==> src/rtl/jesd204b_descrambler_mlane.sv <==
// Multi-lane JESD204B self-synchronising descrambler (1 + x^14 + x^15), one LFSR history per lane.
// Optional macro JESD_SCR_PIPE2_EN adds a second output register stage (latency 2 instead of 1).
module jesd204b_descrambler_mlane #(
   parameter int LANES      = 4,
   parameter int DATA_WIDTH = 32
) (
   input  logic                        clk,
   input  logic                        reset,
   input  logic                        bypass,
   input  logic                        in_valid,
   input  logic [LANES*DATA_WIDTH-1:0] in,
   output logic [LANES*DATA_WIDTH-1:0] out,
   output logic                        out_valid,
   output logic [LANES-1:0]            locked
);

   localparam int W  = LANES * DATA_WIDTH;
   localparam int HW = 15;

   logic [LANES*HW-1:0] hist_q, hist_d;
   logic [W-1:0]        data_q, data_d;
   logic                vld_q, vld_d;
   logic [LANES-1:0]    lock_q, lock_d;
   logic [W-1:0]        descr;

   // Bit DATA_WIDTH-1 is earliest in time, so the bits that precede in[i] sit at
   // higher indices of {history, word}; history[0] is the bit just before in[MSB].
   for (genvar k = 0; k < LANES; k++) begin : g_lane
      logic [DATA_WIDTH+HW-1:0] ext;
      assign ext = {hist_q[k*HW +: HW], in[k*DATA_WIDTH +: DATA_WIDTH]};
      for (genvar i = 0; i < DATA_WIDTH; i++) begin : g_bit
         assign descr[k*DATA_WIDTH + i] = ext[i] ^ ext[i+14] ^ ext[i+15];
      end
   end

   // NOTE: every combinational output gets a default first so no latch is inferred.
   always_comb begin
      hist_d = hist_q;
      data_d = data_q;
      vld_d  = 1'b0;
      lock_d = lock_q;
      if (in_valid) begin
         for (int k = 0; k < LANES; k++) begin
            hist_d[k*HW +: HW] = in[k*DATA_WIDTH +: HW];
         end
         data_d = bypass ? in : descr;
         vld_d  = 1'b1;
         lock_d = '1;
      end
   end

   // NOTE: state registers use non-blocking assignments so all flops update together.
   always_ff @(posedge clk or negedge reset) begin
      if (!reset) begin
         hist_q <= '0;
         data_q <= '0;
         vld_q  <= 1'b0;
         lock_q <= '0;
      end else begin
         hist_q <= hist_d;
         data_q <= data_d;
         vld_q  <= vld_d;
         lock_q <= lock_d;
      end
   end

`ifdef JESD_SCR_PIPE2_EN
   logic [W-1:0]     data2_q, data2_d;
   logic             vld2_q, vld2_d;
   logic [LANES-1:0] lock2_q, lock2_d;

   always_comb begin
      data2_d = data_q;
      vld2_d  = vld_q;
      lock2_d = lock_q;
   end

   always_ff @(posedge clk or negedge reset) begin
      if (!reset) begin
         data2_q <= '0;
         vld2_q  <= 1'b0;
         lock2_q <= '0;
      end else begin
         data2_q <= data2_d;
         vld2_q  <= vld2_d;
         lock2_q <= lock2_d;
      end
   end

   assign out       = data2_q;
   assign out_valid = vld2_q;
   assign locked    = lock2_q;
`else
   assign out       = data_q;
   assign out_valid = vld_q;
   assign locked    = lock_q;
`endif

endmodule
==> config.mk <==
export PLATFORM = sky130hd
export DESIGN_NAME = jesd204b_descrambler_mlane
export DESIGN_NICKNAME = d
export VERILOG_FILES = /design/src/rtl/jesd204b_descrambler_mlane.sv
export SDC_FILE = /design/constraint.sdc
export NUM_CORES = 1
export LEC_CHECK = 0
export CORE_ASPECT_RATIO = 0.8
export CORE_MARGIN = 3
export CORE_UTILIZATION = 23
export DETAILED_ROUTE_END_ITERATION = 6
export GPL_ROUTABILITY_DRIVEN = 0
export PLACE_DENSITY = 0.51
export RECOVER_POWER = 25
export SLEW_MARGIN = 10
export SYNTH_ARGS = -nofsm -noshare
export SYNTH_HDL_FRONTEND = slang
export SYNTH_SLANG_ARGS = --single-unit
==> constraint.sdc <==
create_clock -name clk -period 1.3 [get_ports clk]
set_input_delay 0.325 -clock clk [delete_from_list [all_inputs] [get_ports clk]]
set_output_delay 0.325 -clock clk [all_outputs]
set_load 0.02 [all_outputs]
== Word-level counts from Yosys, hierarchy flattened ==
Cells that the tools add are included.
Word-level totals
  bits in registers: 190
  output and inout port bits: 133
  input bits: 132
Operators by class
  bitwise gates (word level): 256
  multiplexer cells: 2
Operators with widths (number)
  $xor 1x1->1: 256
  $mux 128: 1
  $mux 1: 1

== Longest topological paths before layout ==
Gate-level depths: netlist of run 1.
  depth in word-level cells: 3
  depth in mapped cells: 5
  mapped depth without buffers: 3

== Least setup slack after synthesis of run 1 ==
OpenSTA, ideal clock, no wires.
  path kind: input -> register
  start: in in_valid
  end: reg data_q[100] (netlist: out[100])
  arrival time: 1.099 ns
  cell stages on the path: 5
  library setup time: 0.082 ns
  slack: 0.119 ns
  cells stage by stage: buf_2 > buf_2 > clkbuf_1 > nor2_1 > a31oi_1
RTL lines
  start, declared: line 10  | input logic in_valid,
  end signal, assigned: line 61  | data_q <= data_d;
  end, declared: line 21  | logic [W-1:0] data_q, data_d;

== Worst setup path after layout of run 1 ==
  start: reg, netlist name locked[0]
  end: out locked[0]
RTL lines
  end, declared: line 14  | output logic [LANES-1:0] locked
No word-level cell between the ends.

==> impl_metrics.tcl, run 1 <==
set metrics [dict create \
    slowest_stage "dfrtp_2" \
    synth_edf_count 0 \
    max-vdd-ir-drop_mv 0.8800 \
    p_clk_share_pct 29.5 \
    die_width_um 235.4 \
    overflow 0 \
    viasPerCell 4.418 \
    internal_power_mw 12.03 \
    die-height_um 189.5 \
    synthCells 1084 \
    die_area_sq_um 44600 \
    grt_setup_unrepaired "true" \
    status "finished with violations" \
    slew_headroom_pct 47.45 \
    p_comb_share_pct 29.2 \
    ys_seq_area_share_pct 49.11 \
    drive_above_1_share_pct 23.25 \
    startpoint_type "flip-flop" \
    hold_viol 0 \
    synth_commonest_cells "190 x dfrtp_1, 187 x o21ai_0" \
    grt.total_usage_pct 13.87 \
    place_ws_ns -0.4279 \
    htree_levels 4 \
    cp.arrival_ns 1.05 \
    synth_top_area_share_pct 49.11 \
    worstHoldPathType "in2reg" \
    setup_viol 115 \
    grt_max_degree 45 \
    max_freq_mhz 726.3 \
    syn_to_final_growth_pct 54.87 \
    grt_pass1_wl_um 49360 \
    drtIter0Drc 512 \
    post-place-cells 1931 \
    ys.flop_type "dfrtp_1" \
    dr.pass1.iters 5 \
    cts_root_buf "clkbuf_16" \
    path_cells "buf_6" \
    end_kind "output port" \
    synth.largest_area_cell "dfrtp_1" \
    leakagePower_nw 6.181 \
    syn_avg_cell_area_sq_um 8.930 \
    boundaryPins 265 \
    final.min_clock_period_ns 1.377 \
    power.total_mw 17.43 \
    fin_skew_ns 0.01150 \
    vias 8981 \
    ys_ff_latch 190 \
    cts_tree "yes" \
    hpwl_um 22690 \
    setup_ws_ns -0.07682 \
    avgRoutedWirePerCell_um 15.07 \
    tightest_slew_ns 0.7883 \
    max_cap_violations 0 \
    coreArea_sq_um 41120 \
    clock_sinks 190 \
    antenna_found_initial 0 \
    cts.clk_slew.worst_paths_ns 0.07 \
    worst_hold_slack_ns 0.2832 \
    cp_max_fo 5 \
    synth.area.top_cells "dfrtp_1 49%, xnor2_1 12%, o21ai_0 9.7%, a31oi_1 8.3%, or3_1 8.3%" \
    violations "negative setup slack" \
    swShare_pct 30.99 \
    clockBufferDepth 2 \
    ant_nets 0 \
    rows 66 \
    clk_latency_ns 0.46 \
    synth_fp_nets 1216 \
    yosysUniqueCellTypes 16 \
    crit_buf_inv 1 \
    routed_wl_um 30630 \
    drv_slew 0 \
    start_util_pct 23.54 \
    synth.most_common_cell "dfrtp_1" \
    cp.required_ns 0.98 \
    numCtsBuffers 17 \
    grt_pass1_vias 8905 \
    seq_power_share_pct 41.3 \
    ys_async_sr_fraction_pct 100.0 \
    syn_area_sq_um 9681 \
    p_sw_mw 5.400 \
    fin_crit_sh_pct 105.9 \
    crit_family "flip-flops" \
    nets 1608 \
    drcViolationCount 0 \
    worstSetupPathType "reg2out" \
    p_per_area_nw_per_um2 1162 \
    numPortBuffers 264 \
    final_cells 2033 \
    max_stage_delay_ns 0.45 \
    yosys_warnings 0 \
]
final cells by class:
class	instances	area, sq um
clock buffer	20	456.7
antenna	1	2.502
sequential	190	4757
tap	544	680.7
timing repair buffer	446	4402
clock inverter	11	92.59
multi-input combinational	761	4375
fill	4185	26130
inverter	60	225.2
through the flow:
step                util, %  cell area, sq um  TNS, ns
floorplan                 -              9681        0
global placement      33.41             13740   -29.21
detailed placement    33.41             13740   -31.12
CTS                   36.01             14810   -9.700
global route          36.45             14990   -10.97
finish                36.45             14990   -2.131
power by group through the flow:
| stage | registers, mW | logic (mW) | clock network (mW) |
|---|---|---|---|
| floorplan | 7.75 | 1.55 | 0 |
| global placement | 7.23 | 4.60 | 0 |
| detailed placement | 7.23 | 4.64 | 0 |
| CTS | 7.22 | 5.03 | 5.36 |
| global route | 7.30 | 5.56 | 5.62 |
| finish | 7.21 | 5.09 | 5.13 |
flip-flops by register name, indices dropped and copies added (netlist names):
signal,count
hist_q,60
locked,1
out,128
out_valid,1
cell families after synthesis:
family          count (synthesis)  synth area share (%)
flops                         190                 49.11
buf+inv                       133                 5.687
compound gates                316                 17.99
simple gates                  317                 15.63
xor+xnor                      128                 11.58
layer usage:
metal	routed length [um]	up-vias	global-route usage (%)
met4	226	0	2.970
met5	0	-	0
met2	13450	189	21.30
met3	1854	18	4.383
li1	-	4536	-
met1	15100	4238	19.16
path summary, 6_finish.rpt:
path | slack (ns) | to | cells past startpoint | start
max in group asynchronous | 0.16 | locked[0] | 3 | reset
setup reg to reg | 0.12 | out[117] | 3 | hist_q[49]
hold / removal | 0.28 | out[47] | 3 | in_valid
hold reg to reg | 0.56 | out[7] | 2 | out[7]
min in group asynchronous | 0.45 | out[68] | 2 | reset
setup / recovery | -0.08 | locked[0] | 1 | locked[0]
what timing repair did:
item	in CTS	in global routing
endpoints found under the hold margin	19	0
setup endpoints to repair	133	133
buffers inserted	43	26
resized for setup	748	2
hold buffers	1	0
cell usage in the layout, fill, tap and decap left out, drive strengths merged:
| master | n |
|---|---|
| nor2 | 128 |
| bufinv | 1 |
| inv | 61 |
| clkinvlp | 2 |
| clkdlybuf4s50 | 126 |
| dfrtp | 190 |
| a31oi | 128 |
| nand2 | 60 |
| diode | 1 |
| dlygate4sd3 | 3 |
| xnor2 | 128 |
| buf | 311 |
| clkbuf | 26 |
| or2 | 1 |
| or3 | 128 |
| o21ai | 188 |
| clkinv | 7 |
Power figures use the tool's default switching activity.
==> run 2: changes to the inputs <==
--- a/config.mk
+++ b/config.mk
@@ -5,6 +5,7 @@
 export SDC_FILE = /design/constraint.sdc
 export NUM_CORES = 1
 export LEC_CHECK = 0
+export CAP_MARGIN = 20
 export CORE_ASPECT_RATIO = 0.8
 export CORE_MARGIN = 3
 export CORE_UTILIZATION = 23
==> constraint.sdc (replaced) <==
create_clock -name clk -period 1.3 [get_ports clk]
set_input_delay 0.325 -clock clk [delete_from_list [all_inputs] [get_ports clk]]
set_output_delay 0.325 -clock clk [all_outputs]
set_load 0.01 [all_outputs]
==> run 2 against run 1 <==
The flow still finishes with violations (negative setup slack). Sequential cell count unchanged. Final area decreased by 3.0%. Power decreased by 3.3%. Hold slack improved by 0.0056 ns. Sequential power decreased by 1%. Register-to-register slack about the same. Critical path type unchanged.
==> impl_metrics.tcl, run 2 (synthesis gave the netlist of run 1 again) <==
set metrics [dict create \
    setup-tns-final_ns -0.9656 \
    drv_slew 0 \
    end_kind "output port" \
    status "finished with violations" \
    cts.clk_slew.worst_paths_ns 0.07 \
    final.min_clock_period_ns 1.419 \
    path_cells "buf_6, buf_6" \
    drcViolationCount 0 \
    boundaryPins 265 \
    fin_crit_sh_pct 109.1 \
    worstSetupPathType "reg2out" \
    p_comb_share_pct 25.7 \
    final_util_pct 35.35 \
    grt_max_degree 45 \
    drtIter0Drc 423 \
    ant_nets 0 \
    p_clk_share_pct 32.0 \
    slowest_stage "dfrtp_1" \
    numCtsBuffers 17 \
    cp.arrival_ns 1.09 \
    clockBufferDepth 2 \
    rows 66 \
    viasPerCell 4.401 \
    p_per_area_nw_per_um2 1159 \
    htree_levels 4 \
    dr.pass1.iters 5 \
    vias 8942 \
    die_width_um 235.4 \
    mostFrequentLayoutCells "189 x dfrtp_1, 187 x o21ai_0, 155 x buf_4" \
    hpwl_um 22730 \
    grt_setup_unrepaired "true" \
    worst_hold_slack_ns 0.2888 \
    worstHoldPathType "in2reg" \
    grt_pass1_vias 8879 \
    start_util_pct 23.54 \
    violations "negative setup slack" \
    coreArea_sq_um 41120 \
    syn_to_final_growth_pct 50.17 \
    max_freq_mhz 704.8 \
    clock_sinks 190 \
    startpoint_type "flip-flop" \
    avgRoutedWirePerCell_um 15.10 \
    overflow 0 \
    antenna_found_initial 0 \
    crit_top_cell "buf_6" \
    setup_viol 77 \
    grt_pass1_wl_um 49660 \
    cts_root_buf "clkbuf_16" \
    tightest_slew_ns 0.7866 \
    max-vdd-ir-drop_mv 0.8521 \
    nets 1607 \
    seq_power_share_pct 42.3 \
    final_common_cell "dfrtp_1" \
    max_stage_delay_ns 0.41 \
    largest_reg_flops 128 \
    cts_tree "yes" \
    p_sw_mw 4.879 \
    setup_ws_ns -0.1189 \
    max_cap_violations 0 \
    leakagePower_nw 6.010 \
    die-height_um 189.5 \
    slew_headroom_pct 47.56 \
    numPortBuffers 264 \
    grt.total_usage_pct 13.87 \
    fin_skew_ns 0.01299 \
    die_area_sq_um 44600 \
    cp_max_fo 4 \
    hold_viol 0 \
    drive_above_1_share_pct 22.86 \
    cp.required_ns 0.98 \
    swShare_pct 28.95 \
    clk_latency_ns 0.45 \
    internal_power_mw 11.98 \
    routed_wl_um 30680 \
]
run 2: cell count changes in the layout (fill, tap and decap cells not counted):
cell,before,now
buf_6,134,58
clkbuf_8,2,4
clkinv_2,6,1
dfrtp_2,2,1
clkinv_4,1,0
buf_2,0,77
dlymetal6s2s_1,0,1
dfrtp_1,188,189
inv_6,1,0
clkbuf_1,5,9
buf_4,157,155
bufinv_16,1,2
dlygate4sd3_1,3,7
clkdlybuf4s50_1,126,121
run 2: timing repair:
item | 4_1_cts | 5_1_grt
setup buffers | 46 | 26
resized for setup | 600 | 13
hold buffers | 1 | 0
hold endpoints to repair | 19 | 0
endpoints found under the setup margin | 133 | 134
run 2: cell type report:
cell class              count  area (sq um)
diodes                      1         2.502
clock buffers              26         499.2
clock inverters             5         80.08
fillers                  4269         26590
inverters                  60         225.2
multi-input cells         761          4375
flip-flops and latches    190          4756
well taps                 544         680.7
repair buffers            445          3919
run 2: critical path, delay by kind of cell (launching register included):
kind	cells	cell delay [ns]
DFF	1	0.41
buffers and inverters	2	0.24
run 2: stage by stage:
stage	instance area, sq um	cells	setup WS (ns)	power, mW
final	14540	2032	-0.1189	16.86
after detailed placement	13740	1927	-0.4159	11.47
after CTS	14290	2005	-0.1692	16.97
after global routing	14540	2031	-0.1830	17.86
after floorplan	9681	1084	0.1191	8.903
after global placement	13740	1927	-0.4308	11.43
run 2: power by group through the flow:
stage / combinational, mW / clock, mW / sequential, mW
after floorplan: 1.55 / 0 / 7.35
after global placement: 4.20 / 0 / 7.23
after detailed placement: 4.23 / 0 / 7.23
after CTS: 4.22 / 5.61 / 7.14
after global routing: 4.81 / 5.83 / 7.23
final: 4.33 / 5.39 / 7.14
run 2: path summary, 6_finish.rpt:
path,from,end,slack [ns],cells past startpoint
max in group asynchronous,reset,out[32],0.16,3
worst min-delay path,in_valid,out[48],0.29,3
worst max-delay path,locked[0],locked[0],-0.12,2
worst min register to register,out[90],out[90],0.54,2
worst max register to register,hist_q[11],out[29],0.12,3
min in group asynchronous,reset,out[69],0.45,2
run 2: per-layer routing:
| layer | vias to the layer above | global-route usage (%) | share of wire (%) |
|---|---|---|---|
| met2 | 180 | 21.16 | 44 |
| li1 | 4527 | - | - |
| met5 | - | 0 | 0 |
| met1 | 4213 | 19.35 | 50 |
| met3 | 22 | 3.932 | 5.5 |
| met4 | 0 | 3.508 | 1.1 |
